**src/rtl/pipe_pkg.sv**
```systemverilog
// Shared pipeline definitions: control-bus layout and the MA-stage FSM encoding.
package pipe_pkg;

   localparam int unsigned CB_W     = 22;

   // Control-bus bit positions, shared with the EX and RW stages
   localparam int unsigned CB_IS_LD = 0;
   localparam int unsigned CB_IS_ST = 1;
   localparam int unsigned CB_IS_WB = 2;

   typedef enum logic [0:0] {
      StIdle = 1'b0,
      StReq  = 1'b1
   } ma_state_t;

endpackage

```
**src/rtl/ma_timeout_ctr.sv**
```systemverilog
// Wait-cycle counter for an outstanding data-memory request; tc_o flags the last allowed cycle.
module ma_timeout_ctr #(
   parameter int unsigned TIMEOUT_CYCLES = 64
) (
   input  logic clk,
   input  logic rst_n,
   input  logic clear_i,
   input  logic enable_i,
   output logic tc_o
);

   localparam int unsigned CntW = $clog2(TIMEOUT_CYCLES);
   localparam logic [CntW-1:0] Last = CntW'(TIMEOUT_CYCLES - 1);

   logic [CntW-1:0] cnt_q, cnt_d;

   assign tc_o = (cnt_q == Last);

   // Next count: clear wins; hold at terminal count so the value never wraps
   always_comb begin
      cnt_d = cnt_q;
      if (clear_i) begin
         cnt_d = '0;
      end else if (enable_i && !tc_o) begin
         cnt_d = cnt_q + CntW'(1);
      end
   end

   // Count register, falling-edge like the pipeline latches
   always_ff @(negedge clk or negedge rst_n) begin
      if (!rst_n) begin
         cnt_q <= '0;
      end else begin
         cnt_q <= cnt_d;
      end
   end

endmodule

```
**src/rtl/ma_stage.sv**
```systemverilog
// Memory-access stage: issues loads/stores over a req/ready port and fills the MA/RW register.
module ma_stage
   import pipe_pkg::*;
#(
   parameter int unsigned ADDR_W         = 32,
   parameter int unsigned TIMEOUT_CYCLES = 64
) (
   input  logic              clk,
   input  logic              rst_n,
   input  logic              ma_valid,
   input  logic [31:0]       ma_pc,
   input  logic [31:0]       ma_alu_result,
   input  logic [31:0]       ma_op2,
   input  logic [31:0]       ma_ir,
   input  logic [CB_W-1:0]   ma_control_bus,
   output logic              stall,
   output logic              dmem_req,
   output logic              dmem_we,
   output logic [ADDR_W-1:0] dmem_addr,
   output logic [31:0]       dmem_wdata,
   input  logic              dmem_ready,
   input  logic [31:0]       dmem_rdata,
   output logic              rw_valid,
   output logic [31:0]       rw_pc,
   output logic [31:0]       rw_alu_result,
   output logic [31:0]       rw_ld_result,
   output logic [31:0]       rw_ir,
   output logic [CB_W-1:0]   rw_control_bus,
   output logic              bus_err
);

   ma_state_t         state_q, state_d;
   logic              dmem_req_q, dmem_req_d;
   logic              dmem_we_q, dmem_we_d;
   logic [ADDR_W-1:0] dmem_addr_q, dmem_addr_d;
   logic [31:0]       dmem_wdata_q, dmem_wdata_d;
   logic              rw_valid_q, rw_valid_d;
   logic [31:0]       rw_pc_q, rw_pc_d;
   logic [31:0]       rw_alu_q, rw_alu_d;
   logic [31:0]       rw_ld_q, rw_ld_d;
   logic [31:0]       rw_ir_q, rw_ir_d;
   logic [CB_W-1:0]   rw_cb_q, rw_cb_d;
   logic              bus_err_q, bus_err_d;

   logic is_ld, is_st, mem_op, in_req, tc, timeout_hit;

   assign is_ld       = ma_control_bus[CB_IS_LD];
   assign is_st       = ma_control_bus[CB_IS_ST];
   assign mem_op      = ma_valid & (is_ld | is_st);
   assign in_req      = (state_q == StReq);
   assign timeout_hit = in_req & tc;

   // Release upstream on the completing edge so the instruction is not re-issued
   assign stall = mem_op & ~(in_req & (dmem_ready | timeout_hit));

   ma_timeout_ctr #(
      .TIMEOUT_CYCLES(TIMEOUT_CYCLES)
   ) u_timeout_ctr (
      .clk      (clk),
      .rst_n    (rst_n),
      .clear_i  (~in_req),
      .enable_i (in_req & ~dmem_ready),
      .tc_o     (tc)
   );

   // Next-state: issue from IDLE, wait in REQ, complete on ready or timeout
   always_comb begin
      state_d      = state_q;
      dmem_req_d   = dmem_req_q;
      dmem_we_d    = dmem_we_q;
      dmem_addr_d  = dmem_addr_q;
      dmem_wdata_d = dmem_wdata_q;
      rw_valid_d   = 1'b0;
      rw_pc_d      = rw_pc_q;
      rw_alu_d     = rw_alu_q;
      rw_ld_d      = rw_ld_q;
      rw_ir_d      = rw_ir_q;
      rw_cb_d      = rw_cb_q;
      bus_err_d    = bus_err_q;
      case (state_q)
         StIdle: begin
            if (mem_op) begin
               state_d      = StReq;
               dmem_req_d   = 1'b1;
               dmem_we_d    = is_st;
               dmem_addr_d  = ma_alu_result[ADDR_W-1:0];
               dmem_wdata_d = ma_op2;
            end else begin
               rw_valid_d = ma_valid;
               rw_pc_d    = ma_pc;
               rw_alu_d   = ma_alu_result;
               rw_ld_d    = '0;
               rw_ir_d    = ma_ir;
               rw_cb_d    = ma_control_bus;
            end
         end
         StReq: begin
            if (dmem_ready || timeout_hit) begin
               state_d    = StIdle;
               dmem_req_d = 1'b0;
               rw_valid_d = 1'b1;
               rw_pc_d    = ma_pc;
               rw_alu_d   = ma_alu_result;
               rw_ir_d    = ma_ir;
               rw_cb_d    = ma_control_bus;
               // Ready on the terminal-count edge still counts as a normal completion
               rw_ld_d    = (dmem_ready && is_ld) ? dmem_rdata : '0;
               if (!dmem_ready) begin
                  bus_err_d = 1'b1;
               end
            end
         end
         default: state_d = StIdle;
      endcase
   end

   // State and pipeline-register update on the falling edge
   always_ff @(negedge clk or negedge rst_n) begin
      if (!rst_n) begin
         state_q      <= StIdle;
         dmem_req_q   <= 1'b0;
         dmem_we_q    <= 1'b0;
         dmem_addr_q  <= '0;
         dmem_wdata_q <= '0;
         rw_valid_q   <= 1'b0;
         rw_pc_q      <= '0;
         rw_alu_q     <= '0;
         rw_ld_q      <= '0;
         rw_ir_q      <= '0;
         rw_cb_q      <= '0;
         bus_err_q    <= 1'b0;
      end else begin
         state_q      <= state_d;
         dmem_req_q   <= dmem_req_d;
         dmem_we_q    <= dmem_we_d;
         dmem_addr_q  <= dmem_addr_d;
         dmem_wdata_q <= dmem_wdata_d;
         rw_valid_q   <= rw_valid_d;
         rw_pc_q      <= rw_pc_d;
         rw_alu_q     <= rw_alu_d;
         rw_ld_q      <= rw_ld_d;
         rw_ir_q      <= rw_ir_d;
         rw_cb_q      <= rw_cb_d;
         bus_err_q    <= bus_err_d;
      end
   end

   assign dmem_req       = dmem_req_q;
   assign dmem_we        = dmem_we_q;
   assign dmem_addr      = dmem_addr_q;
   assign dmem_wdata     = dmem_wdata_q;
   assign rw_valid       = rw_valid_q;
   assign rw_pc          = rw_pc_q;
   assign rw_alu_result  = rw_alu_q;
   assign rw_ld_result   = rw_ld_q;
   assign rw_ir          = rw_ir_q;
   assign rw_control_bus = rw_cb_q;
   assign bus_err        = bus_err_q;

endmodule

```
**config.mk**
```make
export PLATFORM = sky130hd
export DESIGN_NAME = ma_stage
export DESIGN_NICKNAME = d
export VERILOG_FILES = /design/src/rtl/pipe_pkg.sv /design/src/rtl/ma_timeout_ctr.sv /design/src/rtl/ma_stage.sv
export SDC_FILE = /design/constraint.sdc
export NUM_CORES = 1
export LEC_CHECK = 0
export CORE_AREA = 2 2 156 158
export DETAILED_ROUTE_END_ITERATION = 12
export DIE_AREA = 0 0 158 160
export MAX_ROUTING_LAYER = met4
export PLACE_DENSITY = 0.8
export SYNTH_ARGS = -nofsm -noshare
export SYNTH_HDL_FRONTEND = slang
export SYNTH_SLANG_ARGS = --single-unit
```
**constraint.sdc**
```tcl
create_clock -name clk -period 5.7 [get_ports clk]
set_input_delay 1.14 -clock clk [delete_from_list [all_inputs] [get_ports clk]]
set_output_delay 1.14 -clock clk [all_outputs]
set_load 0.02 [all_outputs]
```
======== Word level (Yosys, flattened, before mapping) ========
Index checks and enable logic that the tools add are counted.
operators by class
  add/sub/neg operators ................... 1
  multipliers ............................. 0
  div/mod/pow operators ................... 0
  order comparisons ....................... 0
  equal/unequal tests ..................... 5
  shift operators ......................... 0
  multiplexer cells ....................... 27
  bitwise logic cells ..................... 10
  reduce and logical (&&, ||, !) cells .... 8
operators by type and width
  kind                                                    number
  2-to-1 mux 32 bit                                       9
  one-hot mux 32 bit (2 select lines)                     4
  2-to-1 mux 22 bit                                       2
  one-hot mux 22 bit (2 select lines)                     1
  2-to-1 mux 6 bit                                        2
  adder 6 x 1 -> 6 bit (second input constant)            1
  == test 6 bit (second input constant)                   1
  2-to-1 mux 1 bit                                        6
  one-hot mux 1 bit (2 select lines)                      3
  AND reduction 2 bit                                     3
  bitwise AND 1 bit                                       5
  inequality test 2 x 1 -> 1 bit (second input constant)  2
  inequality test 2 bit (second input constant)           2
  NOT 1 bit                                               3
  AND reduction 3 bit                                     1
  logical AND 1 bit                                       2
  OR 1 bit                                                2
  zero test 1 bit                                         1
  logical OR 1 bit                                        1
storage, ports and cells
  register bits ........................... 225
  latch bits .............................. 0
  RAM bits ................................ 0
  ROM bits ................................ 0
  output and inout bits ................... 219
  logic and storage cells ................. 64
  memories ................................ 0

======== Longest topological paths before layout ========
  depth in word-level cells ............... 6
  mapped depth ............................ 8
  gate-level depth less buffers ........... 5

======== Modules after synthesis ========
From an unflattened synthesis, not the netlist that was laid out.
second synthesis, totals
  cell total of the unflattened synthesis .. 516
  area total of the unflattened synthesis .. 8722.1 um^2
by module, submodules not included
  module          times used  cells each  area each (um^2)  sequential area each (um^2)
  ma_stage        1           477         8341.8            5480.3
  ma_timeout_ctr  1           39          380.4             150.1

==> metrics.txt <==
internal power 0.00377 W; cell taking the most area after synthesis dfrtn_1; antenna diode count 0; sequential element share of the synthesized area 0.654; final core occ 0.593; placed cell area 13200 um^2; Clock Latency Late Sink just over 0.5 ns; Post-Layout Cell Count 1287; Hold Path Class register to register; htree depth 1; gr ovfl total 0; area grow syn2layout 63.9%; final setup fails 0; HPWL after DPL roughly 18000 um; Ports 405; relative slew slack 0.628; Power Density 374 nW/um^2; fin area 14100 um^2; root buf cell clkbuf_16; Pleak 6.05 nW; startpoint class of the critical path register; Die Y 160 um; Synth area leaders dfrtn_1, mux2_2, mux2_4; CTS buffer count 25; Synth top area share 0.654; Routed WL around 24000 um; clock group share of total power 0.308; hold_buf cts 0; CTS tree built; cells after synthesis 507; CTS sink count 225; vias in the first global route 6582; Power Total 0.00528 W; antenna violations before repair 0; Syn. warnings 0; vias per std cell 4.70; combinational share of power 0.303; Syn Area/Cell 17.0 um^2; Worst-Margin Slew 0.557 ns; synth unique cells 29; WS Path Type register to output pin; Worst Path Required ~4.6 ns; CORE AREA 23800 um^2; maximum fanout along the worst path 2; Rows 57; status complete, no violations; die footprint 25300 um^2; Starting Density 0.361; number of synthesized register bits 225; max-cap check violation count 0; I/O Buffers 404; net count after synthesis 694; drt pass-1 iters 4; RSZ-0062 raised after global routing true; nets 1133; Slew Limit Fails 0; initial drt markers 164; Global Route Usage Sum 0.189; first-pass GRT wire length 36100 um; drc violations 0; final count of hold timing violations 0; share of cells above drive strength 1 0.285; pin count of the biggest net entering global routing 67; ANT nets after route 0; vias post-DR 6043; fill cell count 1851; gpl congestion just under 0.8; endpoint class of the critical path output pin; Sw Pwr about 0.0015 W; Die Width 158 um; Peak VDD IR 305 uV; CP Data Arrival Time between 4 and 5 ns; clock-pin slew on the worst setup and hold paths roughly 0.040 ns; Max Root-Sink Buffers 3; average wire per standard cell 18.7 um; Worst Skew 0.00526 ns; share of power burned in registers 0.388; placed insts 1242; Mapped Area 8610 um^2; switch share 0.286
-- logic make-up (layout without fill, tap and decap cells) --
kind of cell,Yosys count,in the layout,synth area share
and+or+nand+nor,19,19,0.0135
muxes,184,184,0.265
adders and majority gates,1,1,0.00145
DFF,225,225,0.654
buffers and inverters,31,487,0.0221
xor gates and xnor gates,1,1,0.00102
AOI/OAI and AO/OA,46,46,0.0427
-- placed cells by master, fill, tap and decap left out, types with 2 or more instances in the layout --
cell type	instances
clkdlybuf4s50_1	402
dfrtn_1	225
mux2_2	126
mux2_4	57
a22o_1	32
buf_4	31
clkbuf_16	25
clkinv_2	7
buf_12	6
o21ai_0	4
clkbuf_8	4
and3_4	3
nand3_1	3
a31oi_1	3
bufinv_16	3
inv_1	2
and3_1	2
nor2b_1	2
nand2_1	2
a21oi_1	2
clkbuf_1	2
-- synth_stat cells --
| library cell | count |
|---|---|
| dfrtn_1 | 225 |
| mux2_2 | 126 |
| mux2_4 | 57 |
| a22o_1 | 32 |
| buf_2 | 17 |
| buf_6 | 7 |
| clkbuf_1 | 5 |
| o21ai_0 | 5 |
| and3_1 | 4 |
| a31oi_1 | 3 |
| nand3_1 | 3 |
| nor2b_1 | 3 |
| a21oi_1 | 2 |
| inv_1 | 2 |
| nand2_1 | 2 |
| a311oi_1 | 1 |
| a31o_1 | 1 |
| a31o_2 | 1 |
| and3_4 | 1 |
| ha_1 | 1 |
| mux2i_1 | 1 |
| nand2b_1 | 1 |
| nand3_2 | 1 |
| nor2_1 | 1 |
| nor3_1 | 1 |
| nor3b_1 | 1 |
| o21a_1 | 1 |
| or2_2 | 1 |
| xnor2_1 | 1 |
-- registers in the layout (all words and copies together), names as in the netlist, 6 cells and up --
| signal | flops |
|---|---|
| rw_ir | 32 |
| rw_alu_result | 32 |
| rw_pc | 32 |
| u_timeout_ctr.cnt_q | 6 |
| rw_control_bus | 22 |
| rw_ld_result | 32 |
| dmem_addr | 32 |
| dmem_wdata | 32 |
-- stage by stage --
stage / worst slack (ns) / setup TNS (ns) / hold slack (ns)
global placement: -0.224 / -28.02 / 0.416
global route: -0.0243 / -0.0243 / 0.432
finish: 0.0405 / 0 / 0.423
floorplan: 0.226 / 0 / 0.426
CTS: 0.00206 / 0 / 0.425
detailed placement: -0.252 / -32.41 / 0.416
-- worst paths after layout --
| kind | startpoint | depth (start not counted) | slack [ns] | endpoint |
|---|---|---|---|---|
| worst max-delay path | u_timeout_ctr.cnt_q[3]$_DFFE_NN0P_ | 5 | 0.04 | stall |
| max in group asynchronous | rst_n | 2 | 1.70 | dmem_wdata[4]$_DFFE_NN0P_ |
| min in group asynchronous | rst_n | 1 | 3.33 | rw_alu_result[14]$_DFFE_NN0P_ |
| worst min-delay path | bus_err$_DFFE_NN0P_ | 1 | 0.42 | bus_err$_DFFE_NN0P_ |
| worst max register to register | in_req$_DFF_NN0_ | 6 | 3.70 | rw_alu_result[1]$_DFFE_NN0P_ |
| worst min register to register | bus_err$_DFFE_NN0P_ | 1 | 0.42 | bus_err$_DFFE_NN0P_ |
-- power by group through the flow --
stage / Clock [W] / Combinational, W / Sequential, W
5_1_grt: 0.00174 / 0.00168 / 0.00208
6_report: 0.00163 / 0.00160 / 0.00205
3_5_place_dp: 0 / 0.00161 / 0.00207
2_1_floorplan: 0 / 0.000429 / 0.00239
3_3_place_gp: 0 / 0.00158 / 0.00206
4_1_cts: 0.00168 / 0.00162 / 0.00205
-- metal layers --
metal	up-vias	routed length, um	GRT usage
li1	2700	-	-
met3	48	1940	0.0437
met5	-	0	-
met1	3031	9210	0.214
met2	264	12300	0.331
met4	0	624	0.0549
-- worst max-delay path, stage by stage, from the launching register on --
cell,delay [ns]
dfrtn_1,0.34
and3_4,0.19
and3_4,0.20
o21ai_4,0.13
and3_4,0.19
buf_6,0.11
-- final cells by class --
class | count | area [um^2] | share of cell area
Clock buffer | 31 | 688 | 0.0488
Clock inverter | 13 | 150 | 0.0106
Inverter | 2 | 7.51 | 0.000532
Multi-Input combinational cell | 251 | 2830 | 0.201
Sequential cell | 225 | 5630 | 0.399
Tap cell | 324 | 405 | 0.0287
Timing Repair Buffer | 441 | 4400 | 0.312
-- repair_timing --
| action | 4_1_cts | 5_1_grt |
|---|---|---|
| buffers inserted | 1 | 0 |
| pin swaps | 1 | 0 |
| endpoints found under the hold margin | 0 | 0 |
| gates resized for setup | 10 | 2 |
| setup endpoints to repair | 1 | 1 |
| gates cloned | 0 | 0 |
(Power assumes the default switching activity.)
